`config.mk`:
```
export PLATFORM = sky130hd
export DESIGN_NAME = eth_spi_rx_front
export DESIGN_NICKNAME = d
export VERILOG_FILES = /design/src/rtl/eth_pkg.sv /design/src/rtl/eth_sync_edge.sv /design/src/rtl/eth_spi_rx_front.sv
export SDC_FILE = /design/constraint.sdc
export NUM_CORES = 1
export LEC_CHECK = 0
export BUFFER_PORTS_ARGS = -buffer_cell sky130_fd_sc_hd__buf_2
export CAP_MARGIN = 30
export CORE_AREA = 2 2 81 83
export CTS_BUF_LIST = sky130_fd_sc_hd__clkbuf_4 sky130_fd_sc_hd__clkbuf_8
export CTS_CLUSTER_DIAMETER = 200
export CTS_CLUSTER_SIZE = 25
export DETAILED_ROUTE_END_ITERATION = 7
export DIE_AREA = 0 0 83 85
export GPL_TIMING_DRIVEN = 0
export PLACE_DENSITY = 0.83
export SLEW_MARGIN = 25
export SYNTH_ARGS = -nofsm -noshare
export SYNTH_HDL_FRONTEND = slang
export SYNTH_SLANG_ARGS = --single-unit
```
`constraint.sdc`:
```
create_clock -name clk -period 6.24 [get_ports clk]
set_clock_uncertainty 0.15 [all_clocks]
set_input_delay 0.936 -clock clk [delete_from_list [all_inputs] [get_ports clk]]
set_output_delay 0.936 -clock clk [all_outputs]
set_load 0.05 [all_outputs]
```
`src/rtl/eth_pkg.sv`:
```
// Shared constants, state encoding and helpers for the Ethernet serial receive front end.
package eth_pkg;

  localparam int          HDR_LEN     = 6;
  localparam logic [7:0]  BCAST_BYTE  = 8'hFF;
  localparam logic [47:0] DEFAULT_MAC = 48'hFEFAF6F2EEEA;

  typedef logic [1:0] state_t;

  localparam state_t IDLE    = 2'd0;
  localparam state_t HEADER  = 2'd1;
  localparam state_t PAYLOAD = 2'd2;
  localparam state_t DISCARD = 2'd3;

  // Byte k of a station address in wire order (byte 0 sits in the top octet).
  function automatic logic [7:0] mac_byte(input logic [47:0] mac, input logic [2:0] k);
    case (k)
      3'd0:    mac_byte = mac[47:40];
      3'd1:    mac_byte = mac[39:32];
      3'd2:    mac_byte = mac[31:24];
      3'd3:    mac_byte = mac[23:16];
      3'd4:    mac_byte = mac[15:8];
      default: mac_byte = mac[7:0];
    endcase
  endfunction

endpackage

```
`src/rtl/eth_sync_edge.sv`:
```
// Two-flop synchroniser with an edge register for rise/fall detection.
module eth_sync_edge #(
  parameter logic RESET_VAL = 1'b0
) (
  input  logic clk,
  input  logic rst,
  input  logic din,
  output logic level,
  output logic rise,
  output logic fall
);

  logic meta;
  logic sync;
  logic prev;

  // Resolve metastability over two stages, then keep the previous synced level for edges.
  always_ff @(posedge clk or posedge rst) begin
    if (rst) begin
      meta <= RESET_VAL;
      sync <= RESET_VAL;
      prev <= RESET_VAL;
    end else begin
      meta <= din;
      sync <= meta;
      prev <= sync;
    end
  end

  assign level = sync;
  assign rise  = sync & ~prev;
  assign fall  = ~sync & prev;

endmodule

```
`src/rtl/eth_spi_rx_front.sv`:
```
// Serial receive front end: synchronises the link, assembles bytes LSB-first,
// filters on destination MAC and emits a byte-write stream plus a frame verdict.
module eth_spi_rx_front
  import eth_pkg::*;
#(
  parameter logic [47:0] MAC     = DEFAULT_MAC,
  parameter int          MAX_LEN = 1536,
  parameter int          IDX_W   = 11
) (
  input  logic             clk,
  input  logic             rst,
  input  logic             recv_sck,
  input  logic             recv_mosi,
  input  logic             n_recv_ss,
  input  logic             buf_busy,
  output logic             wr_en,
  output logic [7:0]       wr_data,
  output logic [IDX_W-1:0] wr_idx,
  output logic             frame_done,
  output logic [IDX_W-1:0] frame_last,
  output logic             frame_drop
);

  localparam logic [IDX_W-1:0] MAX_CNT  = IDX_W'(MAX_LEN);
  localparam logic [IDX_W-1:0] LAST_HDR = IDX_W'(HDR_LEN - 1);

  logic sck_rise, ss_fall, ss_rise, ss_level, mosi;
  logic unused_sck_level, unused_sck_fall, unused_mosi_rise, unused_mosi_fall;

  eth_sync_edge #(.RESET_VAL(1'b1)) u_sck_sync (
    .clk(clk), .rst(rst), .din(recv_sck),
    .level(unused_sck_level), .rise(sck_rise), .fall(unused_sck_fall)
  );

  eth_sync_edge #(.RESET_VAL(1'b0)) u_mosi_sync (
    .clk(clk), .rst(rst), .din(recv_mosi),
    .level(mosi), .rise(unused_mosi_rise), .fall(unused_mosi_fall)
  );

  eth_sync_edge #(.RESET_VAL(1'b1)) u_ss_sync (
    .clk(clk), .rst(rst), .din(n_recv_ss),
    .level(ss_level), .rise(ss_rise), .fall(ss_fall)
  );

  logic [1:0]       warm;
  logic             ss_armed;
  logic             ss_start;
  logic [2:0]       bit_cnt;
  logic [7:0]       shift_reg;
  logic [7:0]       byte_reg;
  logic             byte_valid;
  logic [IDX_W-1:0] byte_cnt;
  logic             mac_ok;
  logic             bcast_ok;
  logic             end_pending;
  logic             mac_hit;
  logic             bcast_hit;
  state_t           state;

  // A select edge only starts a frame once ss has been seen idle after reset,
  // so a frame already in flight when reset releases is ignored.
  assign ss_start  = ss_fall & ss_armed;
  assign mac_hit   = mac_ok & (byte_reg == mac_byte(MAC, byte_cnt[2:0]));
  assign bcast_hit = bcast_ok & (byte_reg == BCAST_BYTE);

  // Wait for the synchroniser to refill, then arm on a genuinely idle select line.
  always_ff @(posedge clk or posedge rst) begin
    if (rst) begin
      warm     <= 2'd0;
      ss_armed <= 1'b0;
    end else if (warm != 2'd3) begin
      warm <= warm + 2'd1;
    end else if (ss_level) begin
      ss_armed <= 1'b1;
    end
  end

  // Shift serial bits in LSB-first and hand each completed byte to the control logic.
  always_ff @(posedge clk or posedge rst) begin
    if (rst) begin
      bit_cnt    <= 3'd0;
      shift_reg  <= 8'd0;
      byte_reg   <= 8'd0;
      byte_valid <= 1'b0;
    end else begin
      byte_valid <= 1'b0;
      if (ss_start) begin
        bit_cnt   <= 3'd0;
        shift_reg <= 8'd0;
      end else if (sck_rise) begin
        shift_reg <= {mosi, shift_reg[7:1]};
        bit_cnt   <= bit_cnt + 3'd1;
        if (bit_cnt == 3'd7) begin
          byte_reg   <= {mosi, shift_reg[7:1]};
          byte_valid <= 1'b1;
        end
      end
    end
  end

  // Frame state machine; a byte strobe always wins over the end-of-frame verdict,
  // which is deferred one cycle so frame_done never coincides with wr_en.
  always_ff @(posedge clk or posedge rst) begin
    if (rst) begin
      state       <= IDLE;
      byte_cnt    <= '0;
      mac_ok      <= 1'b0;
      bcast_ok    <= 1'b0;
      end_pending <= 1'b0;
      wr_en       <= 1'b0;
      wr_data     <= 8'd0;
      wr_idx      <= '0;
      frame_done  <= 1'b0;
      frame_last  <= '0;
      frame_drop  <= 1'b0;
    end else begin
      wr_en      <= 1'b0;
      frame_done <= 1'b0;
      frame_drop <= 1'b0;
      if (ss_start) begin
        byte_cnt    <= '0;
        end_pending <= 1'b0;
        mac_ok      <= 1'b1;
        bcast_ok    <= 1'b1;
        if (buf_busy) begin
          state      <= DISCARD;
          frame_drop <= 1'b1;
        end else begin
          state      <= HEADER;
          frame_drop <= (state == HEADER) || (state == PAYLOAD);
        end
      end else if (byte_valid) begin
        if (ss_rise) end_pending <= 1'b1;
        byte_cnt <= byte_cnt + 1'b1;
        case (state)
          HEADER: begin
            wr_en    <= 1'b1;
            wr_data  <= byte_reg;
            wr_idx   <= byte_cnt;
            mac_ok   <= mac_hit;
            bcast_ok <= bcast_hit;
            if (byte_cnt == LAST_HDR) begin
              if (mac_hit || bcast_hit) begin
                state <= PAYLOAD;
              end else begin
                state      <= DISCARD;
                frame_drop <= 1'b1;
              end
            end
          end
          PAYLOAD: begin
            if (byte_cnt == MAX_CNT) begin
              state      <= DISCARD;
              frame_drop <= 1'b1;
            end else begin
              wr_en   <= 1'b1;
              wr_data <= byte_reg;
              wr_idx  <= byte_cnt;
            end
          end
          default: ;
        endcase
      end else if (ss_rise || end_pending) begin
        end_pending <= 1'b0;
        case (state)
          PAYLOAD: begin
            state <= IDLE;
            if (bit_cnt == 3'd0) begin
              frame_done <= 1'b1;
              frame_last <= byte_cnt - 1'b1;
            end else begin
              frame_drop <= 1'b1;
            end
          end
          HEADER: begin
            state      <= IDLE;
            frame_drop <= 1'b1;
          end
          DISCARD: state <= IDLE;
          default: ;
        endcase
      end
    end
  end

endmodule
```
# Word level (Yosys, flattened, before mapping)
# Cells that the tools add are included.
[classes]
eq_ne = 18
reduce_logical = 19
mux = 52
add_sub_neg = 4
bitwise = 12
[ops]
columns = ["cell", "count"]
rows = [
  ["$mux W11", 3],
  ["$mux W1", 30],
  ["$pmux W5 S5", 1],
  ["$mux W8", 3],
  ["$pmux W11 S2", 1],
  ["$pmux W8 S2", 1],
  ["$mux W2", 7],
  ["$add A11 B1 Y11 const B", 1],
  ["$eq A11 B11 Y1 const B", 1],
  ["$eq A11 B3 Y1 const B", 1],
  ["$sub A11 B1 Y11 const B", 1],
  ["$reduce_and A5 Y1", 2],
  ["$eq A8 B8 Y1", 1],
  ["$eq A8 B8 Y1 const B", 1],
  ["$ne A4 B3 Y1 const B", 2],
  ["$reduce_bool A2 Y1", 4],
  ["$and A1 B1 Y1", 6],
  ["$eq A3 B2 Y1 const B", 2],
  ["$eq A3 B3 Y1 const B", 2],
  ["$logic_not A3 Y1", 2],
  ["$mux W3", 2],
  ["$not A1 Y1", 6],
  ["$pmux W1 S2", 3],
  ["$reduce_and A2 Y1", 3],
  ["14 further kinds", 19],
]
[totals]
out_inout_bits = 33
ff_bits = 80
in_bits = 6

# Logic depth before layout (Yosys ltp)
[logic_depth]
word_depth = 10
mapped_depth = 9
ltp_nobuf = 7

# By module
# Synthesis repeated with hierarchy kept, for this count alone.
[unflattened]
hier_cells = 316
area_unflattened_um2 = 3729.8
[by_module_without_submodules]
columns = ["module", "cells_each", "area_per_inst_um2", "n_inst", "seq_area_each_um2"]
rows = [
  ["eth_spi_rx_front", 298, 3440.8, 1, 1776.7],
  ["eth_sync_edge (u_sck_sync ...)", 6, 97.6, 2, 78.8],
  ["eth_sync_edge (u_mosi_sync)", 6, 93.8, 1, 75.1],
]

# Least setup slack after synthesis
# No wires, ideal clock.
[synth_timing]
kind = "register to register"
start = "register byte_cnt[0]"
end = "register wr_idx[0]"
t_arrival_ps = 2091
setup_slack_ps = 3874
synth_period_minus_slack_ps = 2366
path_stages_with_launch = 10
cell_sequence = "dfrtp_1 > buf_6 > inv_1 > ha_1 > nor3b_2 > a31oi_1 > a21oi_2 > nor3_4 > buf_6 > mux2_4"
[synth_via]
elab_chain_cells = 3
elab_cells_between_ends = 5
[synth_lines]
columns = ["item", "line", "text"]
rows = [
  ["start, declared", "eth_spi_rx_front.sv:52", "logic [IDX_W-1:0] byte_cnt;"],
  ["start signal, assigned", "eth_spi_rx_front.sv:134", "byte_cnt <= byte_cnt + 1'b1;"],
  ["$eq A11 B11 Y1", "eth_spi_rx_front.sv:152", "if (byte_cnt == MAX_CNT) begin"],
  ["$ne A2 B2 Y1 (no source line)", "-", ""],
  ["$reduce_and A4 Y1 (no source line)", "-", ""],
  ["end signal, assigned", "eth_spi_rx_front.sv:139", "wr_idx <= byte_cnt;"],
  ["end signal, assigned", "eth_spi_rx_front.sv:158", "wr_idx <= byte_cnt;"],
  ["end, declared", "eth_spi_rx_front.sv:18", "output logic [IDX_W-1:0] wr_idx,"],
]
# Several ways; a longest one is shown, not always the timed one. The select of a mux whose other input is x is not followed.
# A chain may end at the register's enable or synchronous reset.

# Worst setup path after layout
[layout_timing]
start = "register byte_cnt[1]"
end = "register wr_idx[3]"
[layout_via]
elab_chain_cells = 3
[layout_lines]
columns = ["item", "line"]
rows = [
  ["$eq A11 B11 Y1", "eth_spi_rx_front.sv:152"],
  ["$ne A2 B2 Y1 (no source line)", "-"],
  ["$reduce_and A4 Y1 (no source line)", "-"],
]
# Every way passes these cells.

==> run_results.csv <==
group,metric,value,unit
job,drv_cap,0,
synth,syn_area,3650,um2
clock_network,clockBufferDepth,2,
sta,max_freq,0.355,GHz
drt,final_antenna_net_count,0,
drt,drtIter0Drc,105,
worst_hold_path,hold_start,"u_mosi_sync.meta",
synth,synth_area_leader_cell,"dfrtp_1",
clock_network,clock-root-buffer,"clkbuf_8",
sta,setup_tns,0,ps
power_and_ir_drop,vdd_drop_max,0.000214,V
global_routing,grt_pass1_wl,11900,um
cells_and_area,final-instance-count-excl-fill,451,
cells_and_area,nets,388,
clock_network,numCtsBuffers,9,
placed_design,port_buffers,38,
sta,worst_slack,3430,ps
global_routing,antenna_found_initial,0,
cells_and_area,syn2layout_area_growth,14.6,%
drt,vias,2490,
cells_and_area,antennaDiodeCount,0,
synth,synth.most_common_cell,"dfrtp_1",
power_and_ir_drop,p_per_area,276,nW/um2
synth,synth_seq_cells,79,
clock_network,cts_hold_buf,0,
placed_design,hpwlAfterDp,4860,um
worst_hold_path,min_to,"u_mosi_sync.level",
drt,wl_met2,3420,um
drt,wirelength,6910,um
synth,synth_top_cell_area_share,0.501,
synth,yosysUniqueCellTypes,49,
clock_network,clock_latency,360,ps
synth,synthCells,319,
drt,dr_wl_met3,226,um
clock_network,cts_num_sinks,79,
sta,rsz0062_at_grt,"no",
setup_path,arrival,2910,ps
floorplanning,die_w,83,um
synth,syn-num-nets,338,
placed_design,gp_congestion,0.813,
global_routing,grt_overflow_total,0,
floorplanning,dieHeight,85,um
worst_hold_path,min_delay_path_depth,0,
floorplanning,design.core.area,6200,um2
drt,drt-met1-wl,3080,um
floorplanning,dieArea,7060,um2
floorplanning,rows,29,
synth,synth.area.top_cells,"dfrtp_1 (50%), mux2_2 (5.9%), ha_1 (4.5%)",
setup_path,rr_endpoint,"wr_idx[3]",
placed_design,pre_cts_slack,3420,ps
floorplanning,start_util,0.588,
synth,synth_edf_count,0,
synth,synthFlopType,"dfrtp_1",
synth,ys.warnings.count,0,
drt,drc,0,
sta,worst_pin_slew,730,ps
setup_path,rr_worst_depth,8,
sta,relSlewSlack,0.509,
global_routing,track_usage,0.215,
sta,holdWs,204,ps
floorplanning,ios,39,
placed_design,place_inst,435,
worst_hold_path,hold_path_class,"reg2reg",
power_and_ir_drop,leakagePower,2.01,nW
setup_path,startpoint_type,"flip-flop",
setup_path,required,6330,ps
cells_and_area,reg.largest.list,"byte_cnt (11), frame_last (11), wr_idx (11)",
sta,final-setup-viol-count,0,
drt,first_pass_iters,4,
clock_network,cts_tree,"yes",
run_status,status,"finished clean",
sta,slew_viol_final,0,
clock_network,cts_resized,0,
sta,layout_min_cycle_time,2810,ps
sta,hold_viol_final,0,
setup_path,crit_fanout,10,
drt,wl_per_cell,15.3,um
setup_path,worstPathCellList,"inv_1 -> ha_1 -> nor3b_2 -> a31oi_1 -> a21oi_2 -> nor3_4 -> buf_6 -> mux2_4",
power_and_ir_drop,finalPower,1.16,mW
synth,synth_common_cells,"dfrtp_1 (73), nand2_1 (32), nor2_1 (31), a21oi_1 (21), mux2_2 (19)",
setup_path,r2r_start,"byte_cnt[1]",
clock_network,cts_setup_buffers,0,
clock_network,htreeDepth,3,
setup_path,cp_slowest_stage_delay,540,ps
setup_path,r2r_setup_slack,3430,ps
sta,period_share,0.451,
setup_path,crit_type,"reg2reg",
setup_path,cp-end-kind,"flip-flop",
cells_and_area,post_route_cells_drive_above_1_share,0.297,
drt,viasPerCell,5.52,
drt,highest_layer,"met4",
clock_network,clkTransAtPathRegs,80,ps
global_routing,grt_pass1_vias,2542,
setup_path,critPathSlowestCell,"dfrtp_1",
global_routing,grt_max_degree,51,
synth,ys_seq_area_frac,0.544,
synth,syn_area_per_cell,11.4,um2
synth,async_reset_ff_frac,1.00,
through the flow:
stage | utilization | area, um2
final | 0.674 | 4180
after floorplan | - | 3650
after detailed placement | 0.639 | 3970
after global routing | 0.674 | 4180
after CTS | 0.674 | 4180
after global placement | 0.634 | 3940
critical path, delay by kind of cell, from the launching register on:
family,cells,cell delay (ps)
AO/OA/AOI/OAI,2,370
flip-flops,1,540
buffers and inverters,2,380
AND/OR/NAND/NOR,2,690
adder cells (fa/ha/maj),1,250
multiplexers,1,320
cell type report:
cell class / count / area, um2
Clock inverter: 6 / 85.1
Tap cell: 77 / 96.3
Clock buffer: 10 / 131
Buffer: 18 / 113
Inverter: 12 / 47.5
Timing Repair Buffer: 39 / 218
Sequential cell: 79 / 1980
Fill cell: 445 / 2020
Multi-Input combinational cell: 210 / 1510
worst max-delay path by stage:
stage                start   endpoint  cells after the start  slack, ps
4_1_cts        byte_cnt[1]  wr_idx[3]                      8       3420
5_1_grt        byte_cnt[1]  wr_idx[8]                      8       3240
6_report       byte_cnt[1]  wr_idx[3]                      8       3430
3_3_place_gp           rst    warm[0]                      2       2340
2_1_floorplan          rst   bcast_ok                      1       3140
3_5_place_dp   byte_cnt[1]  wr_idx[5]                      8       3420
layer usage:
metal / track usage / vias to the layer above
met1: 0.279 / 1247
met3: 0.0496 / 15
met2: 0.341 / 46
li1: - / 1182
met4: 0.109 / 0
met5: 0 / -
cell usage in the layout (no fill, tap or decap), drive strengths merged, types with 3 or more instances in the layout:
| master | instances |
|---|---|
| dfrtp | 73 |
| buf | 50 |
| nand2 | 32 |
| nor2 | 31 |
| mux2 | 30 |
| a21oi | 23 |
| clkbuf | 17 |
| ha | 13 |
| xnor2 | 12 |
| inv | 12 |
| nand3 | 8 |
| xor2 | 8 |
| dfstp | 6 |
| nor3 | 6 |
| and3 | 4 |
| nor2b | 4 |
| o211ai | 4 |
| nor4 | 4 |
| nand2b | 3 |
| nand4 | 3 |
power by group:
group          internal (mW)  switching [mW]
Clock                  0.228           0.187
Sequential             0.544          0.0178
Combinational         0.0455           0.133
cell families after synthesis:
logic type | share of synthesized area
mux | 0.106
fa+ha+maj | 0.0446
simple gates | 0.145
compound gates | 0.0703
flops | 0.544
buf+inv | 0.0432
xor+xnor | 0.0480
(Power assumes the default switching activity.)
